<file path="src/rtl/ne555ex_pulse_meter_pkg.sv">
// ne555ex_pkg: shared types and constants for the NE555EX pulse meter.
//   - meter FSM state encoding (also exported on state_o for debug)
//   - byte-select codes for the 8-bit readout
//   - stability length used by the optional glitch filter
package ne555ex_pkg;

    typedef enum logic [1:0] {
        ARMED     = 2'd0,
        MEAS_HIGH = 2'd1,
        MEAS_LOW  = 2'd2
    } meter_state_e;

    // Readout byte select
    localparam logic [1:0] SEL_HIGH_LO = 2'd0;
    localparam logic [1:0] SEL_HIGH_HI = 2'd1;
    localparam logic [1:0] SEL_PER_LO  = 2'd2;
    localparam logic [1:0] SEL_PER_HI  = 2'd3;

    // Consecutive stable cycles before the filter accepts a new level
    localparam int FILT_STABLE = 3;

    // Pick one byte of a 16-bit zero-extended capture
    function automatic logic [7:0] capture_byte(input logic [15:0] v, input logic upper);
        return upper ? v[15:8] : v[7:0];
    endfunction

endpackage

</file>
<file path="src/rtl/ne555ex_pulse_meter_if.sv">
// Readout/control bundle of the NE555EX pulse meter.
// master = controller side (drives enable/signal/clear/select),
// slave  = meter side (drives readout, valid strobe, flags, state).
interface ne555ex_pulse_meter_if;
    logic       ena_i;
    logic       sig_i;
    logic       clear_i;
    logic [1:0] sel_i;
    logic [7:0] rd_data_o;
    logic       meas_valid_o;
    logic       ovf_o;
    logic [1:0] state_o;

    modport master (
        output ena_i, sig_i, clear_i, sel_i,
        input  rd_data_o, meas_valid_o, ovf_o, state_o
    );

    modport slave (
        input  ena_i, sig_i, clear_i, sel_i,
        output rd_data_o, meas_valid_o, ovf_o, state_o
    );
endinterface

</file>
<file path="src/rtl/ne555ex_edge_sync.sv">
// ne555ex_edge_sync: brings the asynchronous timer output into the clk
// domain and produces single-cycle rise/fall strobes.
// Optional: define NE555EX_PULSE_METER_GLITCH_FILTER_EN to insert a
// stability filter between the synchroniser and the edge detector
// (level accepted after FILT_STABLE equal samples; strobe latency 5
// instead of 2, pulses shorter than FILT_STABLE are dropped).
module ne555ex_edge_sync
    import ne555ex_pkg::*;
(
    input  logic clk,
    input  logic rst_n,
    input  logic sig_i,
    output logic rise_o,
    output logic fall_o
);

    logic sync1_q;
    logic sync2_q;
    logic lvl;
    logic prev_q;

    // Two-flop synchroniser
    always_ff @(posedge clk or negedge rst_n) begin
        if (!rst_n) begin
            sync1_q <= 1'b0;
            sync2_q <= 1'b0;
        end else begin
            sync1_q <= sig_i;
            sync2_q <= sync1_q;
        end
    end

`ifdef NE555EX_PULSE_METER_GLITCH_FILTER_EN
    localparam int CW = $clog2(FILT_STABLE);

    logic          lvl_q;
    logic [CW-1:0] cnt_q;

    // Count consecutive samples that disagree with the accepted level;
    // flip the level once FILT_STABLE of them are seen in a row.
    always_ff @(posedge clk or negedge rst_n) begin
        if (!rst_n) begin
            lvl_q <= 1'b0;
            cnt_q <= '0;
        end else if (sync2_q == lvl_q) begin
            cnt_q <= '0;
        end else if (cnt_q == CW'(FILT_STABLE - 1)) begin
            lvl_q <= sync2_q;
            cnt_q <= '0;
        end else begin
            cnt_q <= cnt_q + 1'b1;
        end
    end

    assign lvl = lvl_q;
`else
    assign lvl = sync2_q;
`endif

    // Previous level for edge detection
    always_ff @(posedge clk or negedge rst_n) begin
        if (!rst_n) prev_q <= 1'b0;
        else        prev_q <= lvl;
    end

    // Both strobes share the same pipeline depth, so widths are unbiased
    assign rise_o =  lvl & ~prev_q;
    assign fall_o = ~lvl &  prev_q;

endmodule

</file>
<file path="src/rtl/ne555ex_pulse_meter.sv">
// ne555ex_pulse_meter: measures high time and period of a 1-bit signal
// in clk cycles, holds the last complete measurement and exposes it as
// bytes selected by sel_i. Overflow is flagged when a measurement would
// not fit in W bits.
// Optional glitch filter (in ne555ex_edge_sync): macro
// NE555EX_PULSE_METER_GLITCH_FILTER_EN.
module ne555ex_pulse_meter
    import ne555ex_pkg::*;
#(
    parameter int W = 16
) (
    input  logic                 clk,
    input  logic                 rst_n,
    ne555ex_pulse_meter_if.slave bus
);

    localparam logic [W-1:0] CNT_MAX = {W{1'b1}};
    localparam logic [W-1:0] CNT_ONE = W'(1);

    logic         rise_det;
    logic         fall_det;

    meter_state_e state_q;
    logic [W-1:0] per_cnt_q;
    logic [W-1:0] hi_cnt_q;
    logic [W-1:0] hi_len_q;
    logic [W-1:0] high_q;
    logic [W-1:0] period_q;
    logic         valid_q;
    logic         ovf_q;

    logic [W-1:0] per_cnt_d;
    logic [W-1:0] hi_cnt_d;
    logic [15:0]  high_ext;
    logic [15:0]  period_ext;

    ne555ex_edge_sync u_edge (
        .clk    (clk),
        .rst_n  (rst_n),
        .sig_i  (bus.sig_i),
        .rise_o (rise_det),
        .fall_o (fall_det)
    );

    // Running counters advanced by one; used while no edge terminates the phase
    always_comb begin
        per_cnt_d = per_cnt_q + 1'b1;
        hi_cnt_d  = hi_cnt_q + 1'b1;
    end

    // Meter FSM: counting, capture, overflow, enable and clear handling.
    // clear_i is applied last so it overrides a same-cycle capture/overflow.
    always_ff @(posedge clk or negedge rst_n) begin
        if (!rst_n) begin
            state_q   <= ARMED;
            per_cnt_q <= '0;
            hi_cnt_q  <= '0;
            hi_len_q  <= '0;
            high_q    <= '0;
            period_q  <= '0;
            valid_q   <= 1'b0;
            ovf_q     <= 1'b0;
        end else begin
            valid_q <= 1'b0;
            if (!bus.ena_i) begin
                state_q   <= ARMED;
                per_cnt_q <= '0;
                hi_cnt_q  <= '0;
                hi_len_q  <= '0;
            end else begin
                unique case (state_q)
                    ARMED: begin
                        // Fall edges are ignored: the partial pulse is discarded
                        if (rise_det) begin
                            state_q   <= MEAS_HIGH;
                            per_cnt_q <= CNT_ONE;
                            hi_cnt_q  <= CNT_ONE;
                        end
                    end
                    MEAS_HIGH: begin
                        if (per_cnt_q == CNT_MAX) begin
                            // A fall does not end the period, so it cannot save it
                            ovf_q     <= 1'b1;
                            state_q   <= ARMED;
                            per_cnt_q <= '0;
                            hi_cnt_q  <= '0;
                        end else if (fall_det) begin
                            hi_len_q  <= hi_cnt_q;
                            per_cnt_q <= per_cnt_d;
                            state_q   <= MEAS_LOW;
                        end else begin
                            per_cnt_q <= per_cnt_d;
                            hi_cnt_q  <= hi_cnt_d;
                        end
                    end
                    MEAS_LOW: begin
                        if (rise_det) begin
                            // Capture and immediately start the next period
                            high_q    <= hi_len_q;
                            period_q  <= per_cnt_q;
                            valid_q   <= 1'b1;
                            per_cnt_q <= CNT_ONE;
                            hi_cnt_q  <= CNT_ONE;
                            state_q   <= MEAS_HIGH;
                        end else if (per_cnt_q == CNT_MAX) begin
                            ovf_q     <= 1'b1;
                            state_q   <= ARMED;
                            per_cnt_q <= '0;
                            hi_cnt_q  <= '0;
                        end else begin
                            per_cnt_q <= per_cnt_d;
                        end
                    end
                    default: begin
                        state_q   <= ARMED;
                        per_cnt_q <= '0;
                        hi_cnt_q  <= '0;
                    end
                endcase
            end
            if (bus.clear_i) begin
                high_q   <= '0;
                period_q <= '0;
                ovf_q    <= 1'b0;
                valid_q  <= 1'b0;
            end
        end
    end

    // Byte readout: captures zero-extended to 16 bits, then byte-selected
    always_comb begin
        high_ext   = 16'(high_q);
        period_ext = 16'(period_q);
        unique case (bus.sel_i)
            SEL_HIGH_LO: bus.rd_data_o = capture_byte(high_ext, 1'b0);
            SEL_HIGH_HI: bus.rd_data_o = capture_byte(high_ext, 1'b1);
            SEL_PER_LO:  bus.rd_data_o = capture_byte(period_ext, 1'b0);
            default:     bus.rd_data_o = capture_byte(period_ext, 1'b1);
        endcase
    end

    assign bus.meas_valid_o = valid_q;
    assign bus.ovf_o        = ovf_q;
    assign bus.state_o      = state_q;

endmodule

</file>
<file path="src/flat_wrapper.sv">
// flat-port wrapper written by rule: the top's interface ports become plain ports
module ne555ex_pulse_meter_flat import ne555ex_pkg::*;
#(
    parameter int W = 16
)
  (clk, rst_n, bus_ena_i, bus_sig_i, bus_clear_i, bus_sel_i, bus_rd_data_o, bus_meas_valid_o, bus_ovf_o, bus_state_o);
  ne555ex_pulse_meter_if bus_i ();
  input  logic clk;
  input  logic rst_n;
  input wire logic [$bits(bus_i.ena_i)-1:0] bus_ena_i;
  input wire logic [$bits(bus_i.sig_i)-1:0] bus_sig_i;
  input wire logic [$bits(bus_i.clear_i)-1:0] bus_clear_i;
  input wire logic [$bits(bus_i.sel_i)-1:0] bus_sel_i;
  output wire logic [$bits(bus_i.rd_data_o)-1:0] bus_rd_data_o;
  output wire logic [$bits(bus_i.meas_valid_o)-1:0] bus_meas_valid_o;
  output wire logic [$bits(bus_i.ovf_o)-1:0] bus_ovf_o;
  output wire logic [$bits(bus_i.state_o)-1:0] bus_state_o;
  assign bus_i.ena_i = bus_ena_i;
  assign bus_i.sig_i = bus_sig_i;
  assign bus_i.clear_i = bus_clear_i;
  assign bus_i.sel_i = bus_sel_i;
  assign bus_rd_data_o = bus_i.rd_data_o;
  assign bus_meas_valid_o = bus_i.meas_valid_o;
  assign bus_ovf_o = bus_i.ovf_o;
  assign bus_state_o = bus_i.state_o;
  ne555ex_pulse_meter #(.W(W)) u_core (.clk(clk), .rst_n(rst_n), .bus(bus_i));
endmodule
</file>
<file path="config.mk">
export PLATFORM = sky130hd
export DESIGN_NAME = ne555ex_pulse_meter_flat
export DESIGN_NICKNAME = d
export VERILOG_FILES = /design/src/rtl/ne555ex_pulse_meter_pkg.sv /design/src/rtl/ne555ex_pulse_meter_if.sv /design/src/rtl/ne555ex_edge_sync.sv /design/src/rtl/ne555ex_pulse_meter.sv /design/src/flat_wrapper.sv
export SDC_FILE = /design/constraint.sdc
export NUM_CORES = 1
export LEC_CHECK = 0
export CORE_MARGIN = 2
export CORE_UTILIZATION = 45
export CTS_BUF_LIST = sky130_fd_sc_hd__clkbuf_8
export DETAILED_ROUTE_END_ITERATION = 16
export MAX_ROUTING_LAYER = met4
export PLACE_DENSITY = 0.58
export SYNTH_ARGS = -nofsm -noshare
export SYNTH_HDL_FRONTEND = slang
export SYNTH_HIERARCHICAL = 1
export SYNTH_SLANG_ARGS = --single-unit
</file>
<file path="constraint.sdc">
create_clock -name clk -period 6.4 [get_ports clk]
set_input_delay 1.28 -clock clk [delete_from_list [all_inputs] [get_ports clk]]
set_output_delay 1.28 -clock clk [all_outputs]
set_load 0.02 [all_outputs]
</file>
# Yosys cells after proc, flatten, opt, wreduce, memory -nomap -nowiden
# Cells that the tools add are included.
dict set report op_classes {
  addsub 2
  eq_ne 13
  muxes 40
  bitwise 4
  n_reduce_logical 11
}
# operator count
set op_table {}
lappend op_table {{$mux 16} 21}
lappend op_table {{$pmux 16 s3} 2}
lappend op_table {{$add 16x1->16 const B} 2}
lappend op_table {{$pmux 8 s3} 1}
lappend op_table {{$eq 16x16->1 const B} 1}
lappend op_table {{$reduce_and 3->1} 5}
lappend op_table {{$mux 2} 6}
lappend op_table {{$mux 1} 8}
lappend op_table {{$ne 4x2->1 const B} 2}
lappend op_table {{$pmux 2 s3} 1}
lappend op_table {{$reduce_bool 2->1} 3}
lappend op_table {{$eq 2x1->1 const B} 2}
lappend op_table {{$eq 2x2->1 const B} 2}
lappend op_table {{$logic_not 2->1} 2}
lappend op_table {{$ne 2x1->1 const B} 2}
lappend op_table {{$ne 4x4->1 const B} 1}
lappend op_table {{$ne 3x2->1 const B} 1}
lappend op_table {{$ne 3x3->1 const B} 1}
lappend op_table {{$reduce_bool 3->1} 1}
lappend op_table {{$and 1x1->1} 2}
lappend op_table {{$ne 2x2->1 const B} 1}
lappend op_table {{$not 1->1} 2}
lappend op_table {{$pmux 1 s2} 1}
dict set report word_totals {
  reg_bits 87
  word_cells 81
}

# Longest topological paths before layout
# Gate-level depths: netlist (run 1).
dict set report logic_depth {
  depth_word 6
  depth_mapped 8
  depth_no_buf 6
}

# Modules after synthesis
# The synthesis (run 1) kept the hierarchy.
# mod instances cells_each area_each_um2 seq_area_each_um2
set by_module_without_submodules {}
lappend by_module_without_submodules {ne555ex_pulse_meter 1 455 4176.5 2102.0}
lappend by_module_without_submodules {ne555ex_edge_sync 1 5 90.1 75.1}

# Worst setup path after synthesis (run 1)
# No wires, ideal clock.
dict set report synth_path {
  path_kind {in2out}
  start {input bus_sel_i[0]}
  end {output bus_rd_data_o[0]}
  arrival_time_ns 2.335
  t_required_ns 5.120
  path_slack_ns 2.785
  stages 2
  path_cell_list {clkbuf_1 mux4_2}
}
dict set report synth_between {
  elab_chain_len 2
}
# item line
set synth_rtl {}
lappend synth_rtl {{start: declaration} flat_wrapper.sv:13} ;# input wire logic [$bits(bus_i.sel_i)-1:0] bus_sel_i;
lappend synth_rtl {{$eq 2x2->1, or another cell as far along} ne555ex_pulse_meter.sv:134} ;# unique case (bus.sel_i)
lappend synth_rtl {{$pmux 8 s3 (*)} ne555ex_pulse_meter.sv:134}
lappend synth_rtl {{end: declaration} flat_wrapper.sv:14} ;# output wire logic [$bits(bus_i.rd_data_o)-1:0] bus_rd_data_o;
# Mark *: on every way between the ends. The rest lies on a longest branch, timed or not.

# Worst setup path in the final report (run 1)
# Ends and elaborated chain as after synthesis.

==> out/qor.txt, run 1 <==
Critical Path Start: bus_sel_i[0]
std cell rows: 35
drt initial violations: 120
placed cell areas: 0.004506 mm²
htree depth: 3
Register-to-Register Path Depth: 7
total track usage: 21.33%
total detailed-routing wirelength: 9673 µm
Final Slew Violations: 0
met1 usage: 31.54%
drt first pass iters: 4
grt ovf: 0
Worst-path clk slew: 80 ps
Fill cells: 886
Worst Setup Path Type: input port to output port
Seq/Total Area, Yosys: 51.03%
DIE AREA: 0.01028 mm²
grt peak-use layer: met1
area share of the largest cell type after synthesis: 51.03%
clk buf depth: 2
Yosys top cell by area: dfrtp_1
antenna viol nets, final: 0
critical path arrival: 3210 ps
Starting Density: 46.17%
CTS root buffer: clkbuf_8
cell count after synthesis: 460
Worst path slowest cell: clkdlybuf4s50_1
n_diodes: 0
crit-path most repeated cell: clkdlybuf4s50_1
number of buffers and inverters on the critical path: 2
number of global-route vias before repair: 3189
Ys Warns: 6
Residual DRC: 0
post-synthesis cell area: 0.004267 mm²
largest net degree at the start of global routing: 71
status: finished clean
core area: 0.009240 mm²
Die Y: 101.4 µm
met3 usage: 2.553%
Skew-Pair Late Insertion Delay: 350 ps
Main synth FF type: dfrtp_1
startpoint types: input port
first-pass GRT wire length: 16590 µm
setup slack on the worst flop-to-flop path: 3450 ps
Layout area overhead: 9.853%
I/O pin count: 19
r2r startpoint: u_core/per_cnt_q[0]
Critical Path Stages: 3
Via density: 5.482
slew of the pin with the lowest slew margin: 1129 ps
port bufs: 18
GR met2 Demand/Resource: 31.33%
Setup violations, final: 0
RSZ-0062 raised after global routing: no
mean cell area of the mapped netlist: 9.275 µm²
CTS resizes: 0
fin crit share: 70.11%
synth top area cells: dfrtp_1 51%, nand2_1 11%, a21oi_1 5.2%
final net count: 473
Worst path max stage delay: 800 ps
max frequency: 0.2229 GHz
number of enable flip-flop cells after synthesis: 0
Final min period: 4487 ps
total negative slack: 0 ps
CP required: 5120 ps
R2R Path End: u_core/per_cnt_q[15]
syn nets: 469
Hold Fails Final Rpt: 0
DR vias: 3278
WL per Instance: 16.18 µm
VDD IR max: 0.1078 mV
CP Max Fanout: 8
leak pwr: 1.949 nW
share of layout cells above drive strength 1: 7.889%
Critical Path Sink: bus_rd_data_o[0]
Synth Register Bits: 87
CP endpoint kind: output port
Max transition margin: 24.76%
Netlist cell types: 55
max_cap viols: 0
Hold Crit Class: flip-flop to flip-flop
CTS tree: done
CTS hold repair buffers: 0
initial antenna violation count: 0
post-route clock skew: 10.46 ps
CP delay by family, top: buffers and inverters
die width: 101.4 µm
design area: 0.004687 mm²
Post-CTS Setup Inserts: 0
gpl congestion: 0.8324
Synth async-reset ratio: 100.0%
CTS buffer count: 9
Num Clock Sinks: 87
pwr dens: 207.1 mW/mm²
critical-path cell list: clkdlybuf4s50_1 -> mux4_2 -> clkdlybuf4s50_1
post-DP HPWL: 6697 µm
how the worst min path moves through the flow:
stage	cells past startpoint	slack, ps	start	end
final	0	360	u_core/u_edge/sync1_q	u_core/u_edge/lvl
after global routing	0	390	u_core/u_edge/sync1_q	u_core/u_edge/lvl
after CTS	0	360	u_core/u_edge/sync1_q	u_core/u_edge/lvl
after detailed placement	0	340	u_core/u_edge/sync1_q	u_core/u_edge/lvl
after global placement	0	340	u_core/u_edge/sync1_q	u_core/u_edge/lvl
after floorplan	0	330	u_core/u_edge/sync1_q	u_core/u_edge/lvl
cell usage in the layout (no fill, tap or decap), drive strengths merged, types with 2 or more instances in the layout:
cell type / Yosys / routed
nor2b: 3 / 3
nor3b: 2 / 2
a21boi: 16 / 16
a22o: 2 / 2
nand4: 10 / 10
or4: 5 / 5
nor4b: 2 / 2
inv: 6 / 8
nor2: 28 / 28
clkdlybuf4s50: 0 / 17
and2b: 2 / 2
o2111ai: 2 / 2
nand2: 128 / 128
a21o: 2 / 2
xnor2: 2 / 2
xor2: 10 / 10
and4: 3 / 3
and3: 6 / 6
clkinv: 0 / 3
and2: 2 / 2
dfrtp: 87 / 87
mux4: 8 / 8
or2: 3 / 3
ha: 2 / 2
clkbuf: 21 / 9
clkinvlp: 0 / 2
o211ai: 7 / 7
a21oi: 44 / 44
o21ai: 12 / 12
nor3: 5 / 5
nand3: 13 / 13
buf: 8 / 5
o21a: 3 / 3
a211oi: 3 / 3
final cells by class:
class / instances / area (µm²) / area share [%]
repair buffers: 22 / 207.7 / 4.431
multi-input cells: 338 / 1937 / 41.32
flip-flops and latches: 87 / 2177 / 46.45
clock inverters: 7 / 57.56 / 1.228
clock buffers: 9 / 123.9 / 2.643
inverters: 6 / 22.52 / 0.4805
well taps: 129 / 161.4 / 3.444
state kept, by name (all words and copies together) (netlist names):
register and cells:
u_core/bus.meas_valid_o 1, u_core/per_cnt_q 16, u_core/u_edge/prev_q 1, u_core/u_edge/lvl 1, u_core/high_ext 16, u_core/period_ext 16
u_core/bus.ovf_o 1, u_core/bus.state_o 2, u_core/hi_len_q 16, u_core/u_edge/sync1_q 1, u_core/hi_cnt_q 16
power breakdown:
group / internal (mW) / total [mW] / switching (mW)
logic: 0.0173 / 0.0561 / 0.0388
registers: 0.553 / 0.561 / 0.00714
clock network: 0.146 / 0.354 / 0.208
total: 0.717 / 0.971 / 0.254
logic make-up after synthesis:
family | synth area share [%]
simple gates | 23.49
compound gates | 14.63
flops | 51.03
buf+inv | 3.578
xor+xnor | 2.463
mux | 4.223
fa+ha+maj | 0.5864
layer usage:
layer  up-vias  share of wire, %
met5         -                 0
met4         0              0.83
met3         5               3.3
met2        52                46
met1      1621                49
li1       1600                 -
through the flow:
step	hold slack, ps	setup WS [ps]	total power, mW	util, %	instances
after floorplan	331.2	2785	0.6033	-	460
after global placement	335.0	1917	0.6280	48.76	582
after detailed placement	338.9	1872	0.6286	48.76	582
after CTS	360.2	1872	0.9871	50.72	598
after global routing	389.2	1808	1.020	50.72	598
final	357.4	1913	0.9707	50.72	598
synth_stat cells (3+ instances only):
cell type / number
nand2_1: 128
dfrtp_1: 87
a21oi_1: 44
nor2_1: 27
clkbuf_1: 20
nand3_1: 13
o21ai_0: 11
xor2_1: 10
a21boi_0: 9
nand4_1: 9
mux4_2: 8
a21boi_1: 7
o211ai_1: 7
and3_1: 6
inv_1: 6
nor3_1: 5
or4_1: 5
buf_2: 4
a211oi_1: 3
and4_1: 3
nor2b_1: 3
o21a_1: 3
worst reg2reg max path, delay by kind of cell (launching register included):
kind                       cells  cell delay (ps)
buffers and inverters          1              210
and+or+nand+nor                4             1040
AOI/OAI and AO/OA              1              860
DFF                            1              490
adders and majority gates      1              260
Note: power is estimated with default switching activity, not from simulation.
==> run 2: changes to the inputs <==
clock period = 4.6 ns   (was 6.4 ns; I/O delays follow)
==> run 2 against run 1 <==
Clock skew is 0.56 ps higher. Die area did not move. Combinational power up 44%. Flip-flop and latch count unchanged. Critical path depth stayed put. Sequential share of layout area fell by 0.67 points. Final cell count is 0.84% higher. Power grew 47%. Hold slack is essentially flat. Largest cell class unchanged. Utilization increased by 0.74 points. Sequential power up 39%.
==> out/qor.txt, run 2 (synthesis gave the netlist of run 1 again) <==
status: finished clean
total track usage: 21.28% (-0.055 points)
leak pwr: 1.993 nW (+2.2%)
Worst Setup Path Type: input port to output port
DIE AREA: 0.01028 mm² (unchanged)
htree depth: 3 (unchanged)
number of global-route vias before repair: 3219 (+0.94%)
worst hold path cell count: 0 (unchanged)
design area: 0.004756 mm² (+1.5%)
CTS resizes: 0 (unchanged)
total negative slack: 0 ps (unchanged)
CTS root buffer: clkbuf_8
max_cap viols: 0 (unchanged)
core area: 0.009240 mm² (unchanged)
Critical Path Start: bus_sel_i[0]
Post-CTS Setup Inserts: 0 (unchanged)
WL per Instance: 16.30 µm (+0.77%)
Hold Crit Class: flip-flop to flip-flop
CP required: 3680 ps (-1440 ps)
Final Slew Violations: 0 (unchanged)
Critical Path Sink: bus_rd_data_o[1]
CP Max Fanout: 8 (unchanged)
Worst-path clk slew: 90 ps (about the same)
placed cell areas: 0.004543 mm² (+0.83%)
slew of the pin with the lowest slew margin: 901.7 ps (-226.9 ps)
Max transition margin: 39.89% (+15 points)
CTS tree: done
first-pass GRT wire length: 16590 µm (unchanged)
R2R Path End: u_core/per_cnt_q[9]
r2r startpoint: u_core/per_cnt_q[0]
std cell rows: 35 (unchanged)
Setup violations, final: 0 (unchanged)
antenna viol nets, final: 0 (unchanged)
n_diodes: 0 (unchanged)
Final min period: 3781 ps
Starting Density: 46.17% (unchanged)
die width: 101.4 µm (unchanged)
setup slack on the worst flop-to-flop path: 1690 ps (-1760 ps)
Fill cells: 898 (+1.4%)
area of the multi-input gates: 0.001937 mm² (unchanged)
drt first pass iters: 4 (unchanged)
fin crit share: 82.20%
grt ovf: 0 (unchanged)
post-route clock skew: 11.01 ps (+0.5565 ps)
clk buf depth: 2 (unchanged)
Num Clock Sinks: 87 (unchanged)
Skew-Pair Late Insertion Delay: 360 ps (about the same)
Sequential Area: 0.002177 mm² (unchanged)
Layout area overhead: 11.47%
Residual DRC: 0 (unchanged)
Hold Fails Final Rpt: 0 (unchanged)
Via density: 5.551 (+1.3%)
total detailed-routing wirelength: 9829 µm (+1.6%)
CTS buffer count: 9 (unchanged)
largest net degree at the start of global routing: 57 (-20%)
critical path arrival: 2860 ps (-350 ps)
port bufs: 18 (unchanged)
final net count: 478 (+1.1%)
commonest cells after routing, fill and taps aside: 128 x nand2_1, 87 x dfrtp_1, 44 x a21oi_1
max frequency: 0.2645 GHz
VDD IR max: 0.1303 mV (+21%)
startpoint types: input port
share of layout cells above drive strength 1: 8.861% (+0.97 points)
post-DP HPWL: 6900 µm (+3.0%)
CTS hold repair buffers: 0 (unchanged)
RSZ-0062 raised after global routing: no
initial antenna violation count: 0 (unchanged)
pwr dens: 300.6 mW/mm² (+45%)
CP endpoint kind: output port
I/O pin count: 19 (unchanged)
commonest non-fill, non-tap cell in the layout: nand2_1
drt initial violations: 161 (+34%)
Register-to-Register Path Depth: 8 (+1)
DR vias: 3347 (+2.1%)
Die Y: 101.4 µm (unchanged)
gpl congestion: 0.8259 (-0.78%)
-- run 2: cell count changes in the layout (fill, tap and decap cells not counted), sizes merged --
cell      before  now
bufinv         0    1
inv            8    9
clkinvlp       2    1
clkbuf         9   10
clkinv         3    1
buf            5   10
-- run 2: worst min-delay path by stage --
stage,from,slack [ps],end
after global routing,u_core/u_edge/sync1_q,380,u_core/u_edge/lvl
after detailed placement,u_core/u_edge/sync1_q,340,u_core/u_edge/lvl
after CTS,u_core/u_edge/sync1_q,360,u_core/u_edge/lvl
after global placement,u_core/u_edge/sync1_q,330,u_core/u_edge/lvl
final,u_core/u_edge/sync1_q,360,u_core/u_edge/lvl
after floorplan,u_core/u_edge/sync1_q,330,u_core/u_edge/lvl
-- run 2: area by class of cell --
| class | instances | area share, % |
|---|---|---|
| timing repair buffer | 27 | 5.157 |
| clock inverter | 6 | 1.579 |
| tap | 129 | 3.394 |
| clock buffer | 10 | 2.894 |
| sequential | 87 | 45.78 |
| inverter | 6 | 0.4736 |
| multi-input combinational | 338 | 40.73 |
-- run 2: layer usage --
layer / global-route usage, % / vias to the layer above / share of wire, %
met5: - / - / 0
met4: 6.341 / 0 / 0.92
met3: 2.622 / 9 / 4.1
met2: 31.02 / 76 / 46
met1: 31.27 / 1649 / 49
li1: - / 1613 / -
-- run 2: through the flow --
| step | setup slack [ps] | power [mW] | utilization, % | std cells | hold slack (ps) |
|---|---|---|---|---|---|
| finish | 818.8 | 1.430 | 51.47 | 603 | 357.3 |
| CTS | 788.1 | 1.450 | 51.47 | 603 | 362.7 |
| detailed placement | 788.1 | 0.8779 | 49.17 | 587 | 340.3 |
| global placement | 833.9 | 0.8767 | 49.17 | 587 | 334.2 |
| global route | 697.2 | 1.488 | 51.47 | 603 | 375.2 |
| floorplan | 1705 | 0.8394 | - | 460 | 331.2 |
-- run 2: where the power goes --
group	switching [mW]	total (mW)	internal [mW]
Sequential	0.0103	0.780	0.770
Combinational	0.0550	0.0808	0.0258
Clock	0.294	0.568	0.275
Total	0.359	1.43	1.07
-- run 2: worst max-delay path: stages --
cell	delay [ps]
clkdlybuf4s50_1	800
mux4_2	580
clkdlybuf4s50_1	550
==> run 3: changes to the inputs <==
PLACE_DENSITY = 0.61   (was 0.58)
clock period = 3.2 ns   (was 4.6 ns; I/O delays follow)
==> run 3 against run 2 <==
Clock power increased by 48%. Utilization increased by 0.49 points. Design area increased by 0.95%. Clock-buffer cell count decreased by 1. Sequential power increased by 44%. Die area unchanged. Final cell count increased by 0.17%. Wire length decreased by 3.0%. Critical endpoint is now bus_rd_data_o[6]. Largest cell class unchanged. Largest power group unchanged.
==> out/qor.txt, run 3 (synthesis gave the netlist of run 1 again) <==
port bufs: 18 (unchanged)
Worst path slowest cell: clkdlybuf4s50_1
leak pwr: 2.018 nW (+1.3%)
crit-path most repeated cell: clkdlybuf4s50_1
Final min period: 2991 ps
Residual DRC: 0 (unchanged)
WL per Instance: 15.79 µm (-3.1%)
std cell rows: 35 (unchanged)
Worst Setup Path Type: input port to output port
DR vias: 3344 (-0.090%)
Max transition margin: 51.34% (+11 points)
gpl congestion: 0.8914 (+7.9%)
critical-path cell list: clkdlybuf4s50_1 -> buf_12 -> mux4_2 -> clkdlybuf4s50_1
r2r startpoint: u_core/per_cnt_q[0]
CTS buffer count: 9 (unchanged)
slew of the pin with the lowest slew margin: 728.3 ps (-173.4 ps)
Worst path max stage delay: 550 ps (-250 ps)
placed cell areas: 0.004583 mm² (+0.88%)
CP required: 2560 ps (-1120 ps)
# placed instances: 589 (+0.34%)
VDD IR max: 0.3140 mV (+140%)
status: finished clean
number of global-route vias before repair: 3197 (-0.68%)
core area: 0.009240 mm² (unchanged)
Layout area overhead: 12.52%
CTS hold repair buffers: 0 (unchanged)
R2R Path End: u_core/hi_cnt_q[0]
final core occ: 51.96% (+0.49 points)
Layout Cells excl Fill: 604 (+0.17%)
commonest non-fill, non-tap cell in the layout: nand2_1
I/O pin count: 19 (unchanged)
Starting Density: 46.17% (unchanged)
Hold Crit Class: input port to asynchronous set/reset pin
design area: 0.004801 mm² (+0.95%)
Critical Path Start: bus_sel_i[0]
n_diodes: 0 (unchanged)
fin crit share: 93.48%
total detailed-routing wirelength: 9538 µm (-3.0%)
Die Y: 101.4 µm (unchanged)
Total Power: 2.086 mW (+46%)
setup slack at placement: 190.4 ps (-597.7 ps)
max_cap viols: 0 (unchanged)
GR met2 Demand/Resource: 30.72% (-0.31 points)
sw power: 492.5 µW (+37%)
Skew-Pair Late Insertion Delay: 350 ps (about the same)
Clk pwr share: 40.4% (+0.6 points)
commonest cells after routing, fill and taps aside: 128 x nand2_1, 87 x dfrtp_1, 44 x a21oi_1
first-pass GRT wire length: 16440 µm (-0.92%)
Post-CTS Setup Inserts: 0 (unchanged)
Seq pwr share: 53.7% (-0.9 points)
startpoint types: input port
post-route clock skew: 10.92 ps (-0.09520 ps)
CTS root buffer: clkbuf_8
CP endpoint kind: output port
htree depth: 3 (unchanged)
Register-to-Register Path Depth: 7 (-1)
Via density: 5.536 (-0.26%)
CTS resizes: 0 (unchanged)
Num Clock Sinks: 87 (unchanged)
Int Power: 1.593 mW (+49%)
pwr dens: 434.5 mW/mm² (+45%)
CP Max Fanout: 8 (unchanged)
Hold Fails Final Rpt: 0 (unchanged)
antenna viol nets, final: 0 (unchanged)
largest net degree at the start of global routing: 88 (+54%)
max frequency: 0.3343 GHz
Setup violations, final: 0 (unchanged)
post-DP HPWL: 6615 µm (-4.1%)
grt ovf: 0 (unchanged)
setup ws final: 208.7 ps (-610.1 ps)
drt first pass iters: 5 (+1)
DIE AREA: 0.01028 mm² (unchanged)
initial antenna violation count: 0 (unchanged)
setup slack on the worst flop-to-flop path: 780 ps (-910 ps)
drt initial violations: 215 (+34%)
die width: 101.4 µm (unchanged)
met3 usage: 2.346% (-0.28 points)
Critical Path Sink: bus_rd_data_o[6]
met1 usage: 30.88% (-0.39 points)
final net count: 480 (+0.42%)
share of layout cells above drive strength 1: 9.053% (+0.19 points)
Final Slew Violations: 0 (unchanged)
RSZ-0062 raised after global routing: no
total negative slack: 0 ps (unchanged)
Logic pwr share: 5.9% (+0.2 points)
minimum hold slack: 320.4 ps (-36.93 ps)
total track usage: 20.98% (-0.30 points)
switching fraction of total power: 23.61% (-1.5 points)
grt peak-use layer: met1
critical path arrival: 2350 ps (-510 ps)
CTS tree: done
clk buf depth: 2 (unchanged)
Worst-path clk slew: 80 ps (about the same)
run 3: changes by cell type in the layout (fill, tap and decap cells not counted), sizes merged:
| cell | delta |
|---|---|
| buf | +2 |
| clkbuf | -1 |
| clkinv | +1 |
| bufinv | +1 |
| inv | -1 |
| clkinvlp | -1 |
run 3: power groups by stage:
stage / combinational (mW) / clock [mW] / sequential [mW]
3_5_place_dp: 0.125 / 0 / 1.14
2_1_floorplan: 0.0685 / 0 / 1.14
3_3_place_gp: 0.124 / 0 / 1.14
5_1_grt: 0.139 / 0.922 / 1.12
6_report: 0.122 / 0.843 / 1.12
4_1_cts: 0.125 / 0.869 / 1.12
run 3: worst min-delay path by stage:
stage / startpoint / end / slack, ps / cells past startpoint
after floorplan: u_core/u_edge/sync1_q / u_core/u_edge/lvl / 330 / 0
after global placement: u_core/u_edge/sync1_q / u_core/u_edge/lvl / 330 / 0
after detailed placement: u_core/u_edge/sync1_q / u_core/u_edge/lvl / 350 / 0
after CTS: rst_n / u_core/hi_cnt_q[8] / 330 / 2
after global routing: rst_n / u_core/hi_cnt_q[2] / 350 / 2
final: rst_n / u_core/hi_cnt_q[8] / 320 / 2
run 3: critical path, delay by kind of cell:
| family | cells | cell delay (ps) |
|---|---|---|
| multiplexers | 1 | 500 |
| buffers and inverters | 3 | 1210 |
run 3: cell type report:
class	count	area, µm²
multi-input cells	338	1937
flip-flops and latches	87	2177
clock buffers	9	123.9
fillers	865	4439
clock inverters	6	93.84
inverters	6	22.52
repair buffers	29	285.3
well taps	129	161.4
run 3: layer usage:
layer,wire length (µm),vias to the layer above
met5,0,-
met4,138,0
met3,396,10
met2,4408,62
met1,4595,1661
li1,-,1611
